[src/rtl/rst_sequencer_pkg.sv]
// rtl/rst_sequencer_pkg.sv - shared state encoding, cause codes and widths for rst_sequencer
package rst_sequencer_pkg;

   localparam int STAGE_CNT_W = 8;
   localparam int WDT_CNT_W   = 16;

   typedef enum logic [1:0] {
      S_HOLD   = 2'd0,
      S_MEM    = 2'd1,
      S_PERIPH = 2'd2,
      S_RUN    = 2'd3
   } state_e;

   typedef enum logic [1:0] {
      CAUSE_POR = 2'b00,
      CAUSE_EXT = 2'b01,
      CAUSE_WDT = 2'b10,
      CAUSE_SW  = 2'b11
   } cause_e;

   typedef struct packed {
      logic mem;
      logic periph;
      logic cpu;
      logic ready;
   } dom_out_t;

   // Domain resets are a pure function of the state the sequencer is entering.
   function automatic dom_out_t domain_outputs(state_e s);
      dom_out_t d;
      d = '{mem: 1'b1, periph: 1'b1, cpu: 1'b1, ready: 1'b0};
      case (s)
         S_MEM:    d.mem = 1'b0;
         S_PERIPH: begin
            d.mem    = 1'b0;
            d.periph = 1'b0;
         end
         S_RUN:    d = '{mem: 1'b0, periph: 1'b0, cpu: 1'b0, ready: 1'b1};
         default:  ;
      endcase
      return d;
   endfunction

   function automatic state_e next_stage(state_e s);
      case (s)
         S_HOLD:   return S_MEM;
         S_MEM:    return S_PERIPH;
         default:  return S_RUN;
      endcase
   endfunction

endpackage

[src/rtl/rst_wdt.sv]
// rtl/rst_wdt.sv - watchdog counter for rst_sequencer: counts run cycles, cleared by kick, pulses on expiry
module rst_wdt
   import rst_sequencer_pkg::*;
#(
   parameter int WDT_TIMEOUT = 65535
) (
   input  logic clk,
   input  logic rst_n_i,
   input  logic run_i,
   input  logic kick_i,
   output logic expire_o
);

   localparam logic [WDT_CNT_W-1:0] WDT_LAST = WDT_CNT_W'(WDT_TIMEOUT - 1);

   logic [WDT_CNT_W-1:0] cnt_q;

   always_ff @(posedge clk or negedge rst_n_i) begin
      if (!rst_n_i) begin
         cnt_q <= '0;
      end else if (!run_i || kick_i) begin
         cnt_q <= '0;
      end else begin
         cnt_q <= cnt_q + WDT_CNT_W'(1);
      end
   end

   // Leaving S_RUN on the expiry edge clears the counter, so this is a one-cycle pulse.
   assign expire_o = run_i && (cnt_q == WDT_LAST);

endmodule

[src/rtl/rst_sequencer.sv]
// rtl/rst_sequencer.sv - staged mem/periph/cpu reset release with cause tracking; watchdog under RST_SEQ_WDT_EN
module rst_sequencer
   import rst_sequencer_pkg::*;
#(
   parameter int DELAY       = 16,
   parameter int WDT_TIMEOUT = 65535
) (
   input  logic       clk,
   input  logic       rst_n_i,
   input  logic       rst_req_i,
   input  logic       sw_rst_i,
   input  logic       wdt_kick_i,
   output logic       rst_mem_o,
   output logic       rst_periph_o,
   output logic       rst_cpu_o,
   output logic       ready_o,
   output logic [1:0] rst_cause_o
);

   localparam logic [STAGE_CNT_W-1:0] STAGE_LAST = STAGE_CNT_W'(DELAY - 1);

   state_e                 state_q, state_d;
   logic [STAGE_CNT_W-1:0] cnt_q, cnt_d;
   cause_e                 cause_q, cause_d;
   dom_out_t               out_q;
   logic                   wdt_exp;
   logic                   req;

`ifdef RST_SEQ_WDT_EN
   rst_wdt #(
      .WDT_TIMEOUT(WDT_TIMEOUT)
   ) u_wdt (
      .clk     (clk),
      .rst_n_i (rst_n_i),
      .run_i   (state_q == S_RUN),
      .kick_i  (wdt_kick_i),
      .expire_o(wdt_exp)
   );
`else
   logic unused_wdt;
   assign unused_wdt = wdt_kick_i & (WDT_TIMEOUT != 0);
   assign wdt_exp    = 1'b0;
`endif

   assign req = rst_req_i | sw_rst_i | wdt_exp;

   always_comb begin
      state_d = state_q;
      cnt_d   = cnt_q;
      cause_d = cause_q;
      if (req) begin
         state_d = S_HOLD;
         cnt_d   = '0;
         if (rst_req_i) begin
            cause_d = CAUSE_EXT;
         end else if (wdt_exp) begin
            cause_d = CAUSE_WDT;
         end else begin
            cause_d = CAUSE_SW;
         end
      end else begin
         case (state_q)
            S_HOLD, S_MEM, S_PERIPH: begin
               if (cnt_q == STAGE_LAST) begin
                  state_d = next_stage(state_q);
                  cnt_d   = '0;
               end else begin
                  cnt_d = cnt_q + STAGE_CNT_W'(1);
               end
            end
            default: cnt_d = '0;
         endcase
      end
   end

   // Outputs are registered from the next state so they change on the same edge as the state.
   always_ff @(posedge clk or negedge rst_n_i) begin
      if (!rst_n_i) begin
         state_q <= S_HOLD;
         cnt_q   <= '0;
         cause_q <= CAUSE_POR;
         out_q   <= domain_outputs(S_HOLD);
      end else begin
         state_q <= state_d;
         cnt_q   <= cnt_d;
         cause_q <= cause_d;
         out_q   <= domain_outputs(state_d);
      end
   end

   assign rst_mem_o    = out_q.mem;
   assign rst_periph_o = out_q.periph;
   assign rst_cpu_o    = out_q.cpu;
   assign ready_o      = out_q.ready;
   assign rst_cause_o  = cause_q;

endmodule
[config.mk]
export PLATFORM = sky130hd
export DESIGN_NAME = rst_sequencer
export DESIGN_NICKNAME = d
export VERILOG_FILES = /design/src/rtl/rst_sequencer_pkg.sv /design/src/rtl/rst_wdt.sv /design/src/rtl/rst_sequencer.sv
export SDC_FILE = /design/constraint.sdc
export NUM_CORES = 1
export LEC_CHECK = 0
export ABC_AREA = 0
export CAP_MARGIN = 15
export CORE_MARGIN = 2
export CORE_UTILIZATION = 44
export CTS_CLUSTER_SIZE = 25
export DETAILED_ROUTE_END_ITERATION = 16
export GPL_TIMING_DRIVEN = 0
export HOLD_SLACK_MARGIN = 0.02
export PLACE_DENSITY = 0.7
export SKIP_CTS_REPAIR_TIMING = 1
export SLEW_MARGIN = 20
export SYNTH_ARGS = -nofsm -noshare
export SYNTH_HDL_FRONTEND = slang
export SYNTH_SLANG_ARGS = --single-unit
[constraint.sdc]
create_clock -name clk -period 1.35 [get_ports clk]
set_clock_uncertainty 0.05 [all_clocks]
set_input_delay 0.27 -clock clk [delete_from_list [all_inputs] [get_ports clk]]
set_output_delay 0.27 -clock clk [all_outputs]
set_load 0.005 [all_outputs]
# [After elaboration in Yosys (flattened, before gate mapping)]
# Index checks and enable logic that the tools add are counted.
[word_totals] regBits=16 inputBits=5 out_inout_bits=6 elab_cells=30
[classes] add_sub_neg=1 n_eq_ne=6 muxes=11 bitwise=1 n_reduce_logical=4
[op_table] operator="2-to-1 mux 8 bit" n=3
[op_table] operator="2-to-1 mux 2 bit" n=5
[op_table] operator="adder 8 x 1 -> 8 bit (second input constant)" n=1
[op_table] operator="== test 8 x 4 -> 1 bit (second input constant)" n=1
[op_table] operator="== test 2 bit (second input constant)" n=3
[op_table] operator="OR reduction 3 bit" n=2
[op_table] operator="== test 2 x 1 -> 1 bit (second input constant)" n=2
[op_table] operator="case mux 2 bit (2 select lines)" n=1
[op_table] operator="logical NOT 2 bit" n=1
[op_table] operator="2-to-1 mux 1 bit" n=2
[op_table] operator="OR reduction 2 bit" n=1
[op_table] operator="bitwise OR 1 bit" n=1

# [Longest topological paths before layout]
[logic_depth] depth_word=8 ltp_mapped=4 depth_no_buf=4

# [Worst setup path after synthesis]
# OpenSTA, ideal clock, no wires.
[synth_timing] path_type="register -> register" from="register cnt_q[0]" to="register out_q (netlist bit ready_o)" setup_ns=0.120 arrival_ns=1.186 required_time_ns=1.180 setup_slack_ns=-0.005 stages_incl_launch_ff=5 path_buffers=0 synth_period_minus_slack_ns=1.355 cell_sequence="dfrtp_1 ha_1 and3_1 a21o_1 and3_1"
[synth_between] elab_chain_cells=6
[synth_rtl] element="from (decl)" line_no="rst_sequencer.sv:23" text="logic [STAGE_CNT_W-1:0] cnt_q, cnt_d;"
[synth_rtl] element="from (signal assigned)" line_no="rst_sequencer.sv:85" text="cnt_q <= cnt_d;"
[synth_rtl] element="== test 8 x 4 -> 1 bit" line_no="rst_sequencer.sv:64" text="if (cnt_q == STAGE_LAST) begin"
[synth_rtl] element="2-to-1 mux 2 bit" line_no="rst_sequencer.sv:64"
[synth_rtl] element="2-to-1 mux 2 bit" line_no="rst_sequencer.sv:62" text="case (state_q)"
[synth_rtl] element="2-to-1 mux 2 bit" line_no="rst_sequencer.sv:51" text="if (req) begin"
[synth_rtl] element="== test 2 bit" line_no="rst_sequencer_pkg.sv:32" text="case (s)"
[synth_rtl] element="2-to-1 mux 2 bit" line_no="rst_sequencer_pkg.sv:32"
[synth_rtl] element="to (signal assigned)" line_no="rst_sequencer.sv:82" text="out_q <= domain_outputs(S_HOLD);"
[synth_rtl] element="to (signal assigned)" line_no="rst_sequencer.sv:87" text="out_q <= domain_outputs(state_d);"
[synth_rtl] element="to (decl)" line_no="rst_sequencer.sv:25" text="dom_out_t out_q;"
# Every way passes these cells.
# A chain may end at the register's enable or synchronous reset.

# [Worst setup path after layout]
[layout_timing] from="register cnt_q[5]" to="register cnt_q[6]"
[layout_between] elab_chain_cells=4 word_cells_on_any_way=5 classes_between="add/sub (1); eq/ne (1); mux (3)"
[layout_rtl] element="adder 8 x 1 -> 8 bit or == test 8 x 4 -> 1 bit (tied branches)" line_no="rst_sequencer.sv:68, rst_sequencer.sv:64"
[layout_rtl] element="2-to-1 mux 8 bit (*)" line_no="rst_sequencer.sv:64"
[layout_rtl] element="2-to-1 mux 8 bit (*)" line_no="rst_sequencer.sv:62"
[layout_rtl] element="2-to-1 mux 8 bit (*)" line_no="rst_sequencer.sv:51"
[layout_rtl] element="via cnt_d[6]" line_no="rst_sequencer.sv:23"
# Mark *: on every way through the listed nets, which the timed path passes. The rest lies on a longest branch.

==> flow_metrics.tcl <==
set metrics [dict create \
    synth_area_leaders "dfrtp_1 (47%), dfstp_2 (11%), or3_1 (4.6%)" \
    numCtsBuffers 3 \
    clock_power_share 0.370 \
    post_drt_wl_per_cell_um 13.75 \
    ys_warn_count 0 \
    yosysSeqAreaShare 0.5883 \
    crit_path_start_kind "flop" \
    place_hpwl_um 867.3 \
    drc 0 \
    hold_violations 0 \
    drv_cap 0 \
    grt_max_degree 17 \
    cp_max_fo 5 \
    yosysTopAreaCell "dfrtp_1" \
    clock.fmax_mhz 702.1 \
    p_leak_nw 0.3923 \
    syn_inst 63 \
    drt_wl_total_mm 1.306 \
    critPathBufInv 0 \
    layout.nets 86 \
    fin_util 0.6042 \
    clk_latency_ns 0.29 \
    place_inst 88 \
    seqPwrFrac 0.572 \
    synthesis.nets 69 \
    drtIter0Drc 21 \
    place_area_sq_um 799.5 \
    ant_nets 0 \
    whs_ns 0.3421 \
    crit_path_end_kind "flop" \
    via_per_inst 5.589 \
    grt_usage 0.1597 \
    clkTransAtPathRegs_ns 0.09 \
    cts_buffer_depth 2 \
    drive_above_1_share 0.2152 \
    cts_tree "built" \
    htreeDepth 1 \
    dr.pass1.iters 4 \
    ir_worst_vdd_mv 0.7452 \
    setup_violations 7 \
    dr_total_vias 531 \
    required_ns 1.47 \
    p_int_w 0.0006710 \
    grt_pass1_wl_mm 2.152 \
    overflow 0 \
    ios 11 \
    swShare 0.2142 \
    slew-limit-headroom 0.5403 \
    fillers 118 \
    setup_slack_ns -0.07424 \
    ys_ff_latch 16 \
    ys_types 26 \
    crit_type "flop to flop" \
    syn_area_sq_um 686.9 \
    min_period_ns 1.424 \
    num_antenna_cells 0 \
    row_count 14 \
    grt_pass1_vias 490 \
    slowest_stage "or4_4" \
    fin_cells 95 \
    slowest_delay_ns 0.55 \
    crit_chain "or4_4, o21ai_4, a21oi_1" \
    finalMaxSlewViolations 0 \
    core_area_sq_um 1489 \
    rsz0062_at_grt "true" \
    finalPower_w 0.0008539 \
    die_h_um 43.51 \
    die-area_sq_um 1893 \
    fp.dieW_um 43.51 \
    outcome "finished with violations" \
    cts-root-buf "clkbuf_4" \
    violations "negative setup slack" \
    initial_core_util 0.4613 \
    power.density_nw_per_um2 949.2 \
    post-route-period-util 1.055 \
    hold_class "input port to asynchronous set/reset pin" \
    cts_sinks 16 \
    pwr-share-comb 0.058 \
    crit_family "simple AND/OR/NAND/NOR gates" \
    netSwitchingPower_w 0.0001829 \
    synth_top_area_share 0.4736 \
    antenna_found_initial 0 \
    syn_area_per_cell_sq_um 10.90 \
    final_area_sq_um 899.6 \
    numPortBuffers 9 \
    syn_to_final_growth_pct 30.97 \
    worstPathArrival_ns 1.55 \
    worst_slew_pin_slew_ns 0.6874 \
    gp_congestion 0.7805 \
]
## layer usage
metal	GRT usage	wire length, um	up-vias
met2	0.2149	592	15
li1	-	-	264
met4	0.09091	10	0
met5	0	0	-
met1	0.2264	638	250
met3	0.05000	64	2
## cell usage in the layout (no fill, tap or decap), types with 2 or more instances in the layout
cell / synthesis / final
dfrtp_1: 13 / 13
dlymetal6s2s_1: 0 / 6
or3_1: 5 / 5
nor2_1: 5 / 5
buf_4: 1 / 4
nand2_1: 4 / 4
o21ai_0: 3 / 3
a21oi_1: 4 / 3
nand3_1: 4 / 3
and3_1: 3 / 3
clkbuf_4: 0 / 3
clkdlybuf4s50_1: 0 / 3
dfstp_2: 3 / 3
o21ai_1: 2 / 2
a31oi_1: 2 / 2
## power groups by stage
stage	logic [W]	clock network, W	registers (W)
2_1_floorplan	0.0000120	0	0.000497
3_3_place_gp	0.0000397	0	0.000497
3_5_place_dp	0.0000401	0	0.000498
4_1_cts	0.0000403	0.000323	0.000488
5_1_grt	0.0000565	0.000342	0.000489
6_report	0.0000491	0.000316	0.000488
## final cells by class
| class | instances | area (sq um) | area share |
|---|---|---|---|
| Clock buffer | 4 | 36.28 | 0.04033 |
| Timing Repair Buffer | 12 | 127.6 | 0.1419 |
| Sequential cell | 16 | 404.1 | 0.4492 |
| Multi-Input combinational cell | 45 | 300.3 | 0.3338 |
| Tap cell | 16 | 20.02 | 0.02225 |
| Buffer | 1 | 7.507 | 0.008345 |
| Inverter | 1 | 3.754 | 0.004172 |
## sequential cells by signal, summed over array words and instances, names as in the netlist
| signal | count |
|---|---|
| rst_cause_o | 2 |
| ready_o | 1 |
| state_q | 2 |
| rst_mem_o | 1 |
| cnt_q | 8 |
| rst_periph_o | 1 |
| rst_cpu_o | 1 |
## synthesized netlist by cell type
cell / n
a21o_1: 1
dfstp_2: 3
a311oi_1: 1
xnor2_1: 1
nand2_1: 4
or3_1: 5
a31oi_1: 2
nor4_2: 1
and3_1: 3
nand4b_1: 1
inv_1: 1
buf_4: 1
a21oi_1: 4
nand2b_1: 1
a211oi_1: 1
ha_1: 1
o21ai_0: 3
nand3_1: 4
o21ai_1: 2
nor3_1: 1
or4_4: 1
nand4_1: 1
nor2_1: 5
and2_1: 1
dfrtp_1: 13
o21ai_2: 1
## cell families (layout without fill, tap and decap cells)
logic type                 after synthesis  in the layout  synth area share
AOI/OAI and AO/OA                       15             15            0.1312
xor gates and xnor gates                 1              1           0.01275
adders and majority gates                1              1           0.01821
buffers and inverters                    2             18           0.01639
DFF                                     16             16            0.5883
and+or+nand+nor                         28             28            0.2332
## worst paths after layout
| kind | from | end | slack (ns) | depth (start not counted) |
|---|---|---|---|---|
| max | cnt_q[5] | cnt_q[6] | -0.07 | 3 |
| min reg2reg | rst_cause_o[0] | rst_cause_o[0] | 0.42 | 1 |
| max in group asynchronous | rst_n_i | cnt_q[7] | 0.47 | 1 |
| min in group clk | rst_cause_o[0] | rst_cause_o[0] | 0.42 | 1 |
| max reg2reg | cnt_q[5] | cnt_q[6] | -0.07 | 3 |
| min | rst_n_i | cnt_q[0] | 0.34 | 1 |
## through the flow
step	TNS, ns	setup WS, ns
after floorplan	0	0.02432
after global placement	-1.405	-0.2539
after detailed placement	-1.364	-0.2851
after CTS	-1.655	-0.2856
after global routing	-1.078	-0.1272
final	-0.3896	-0.07424
Power figures use the tool's default switching activity.
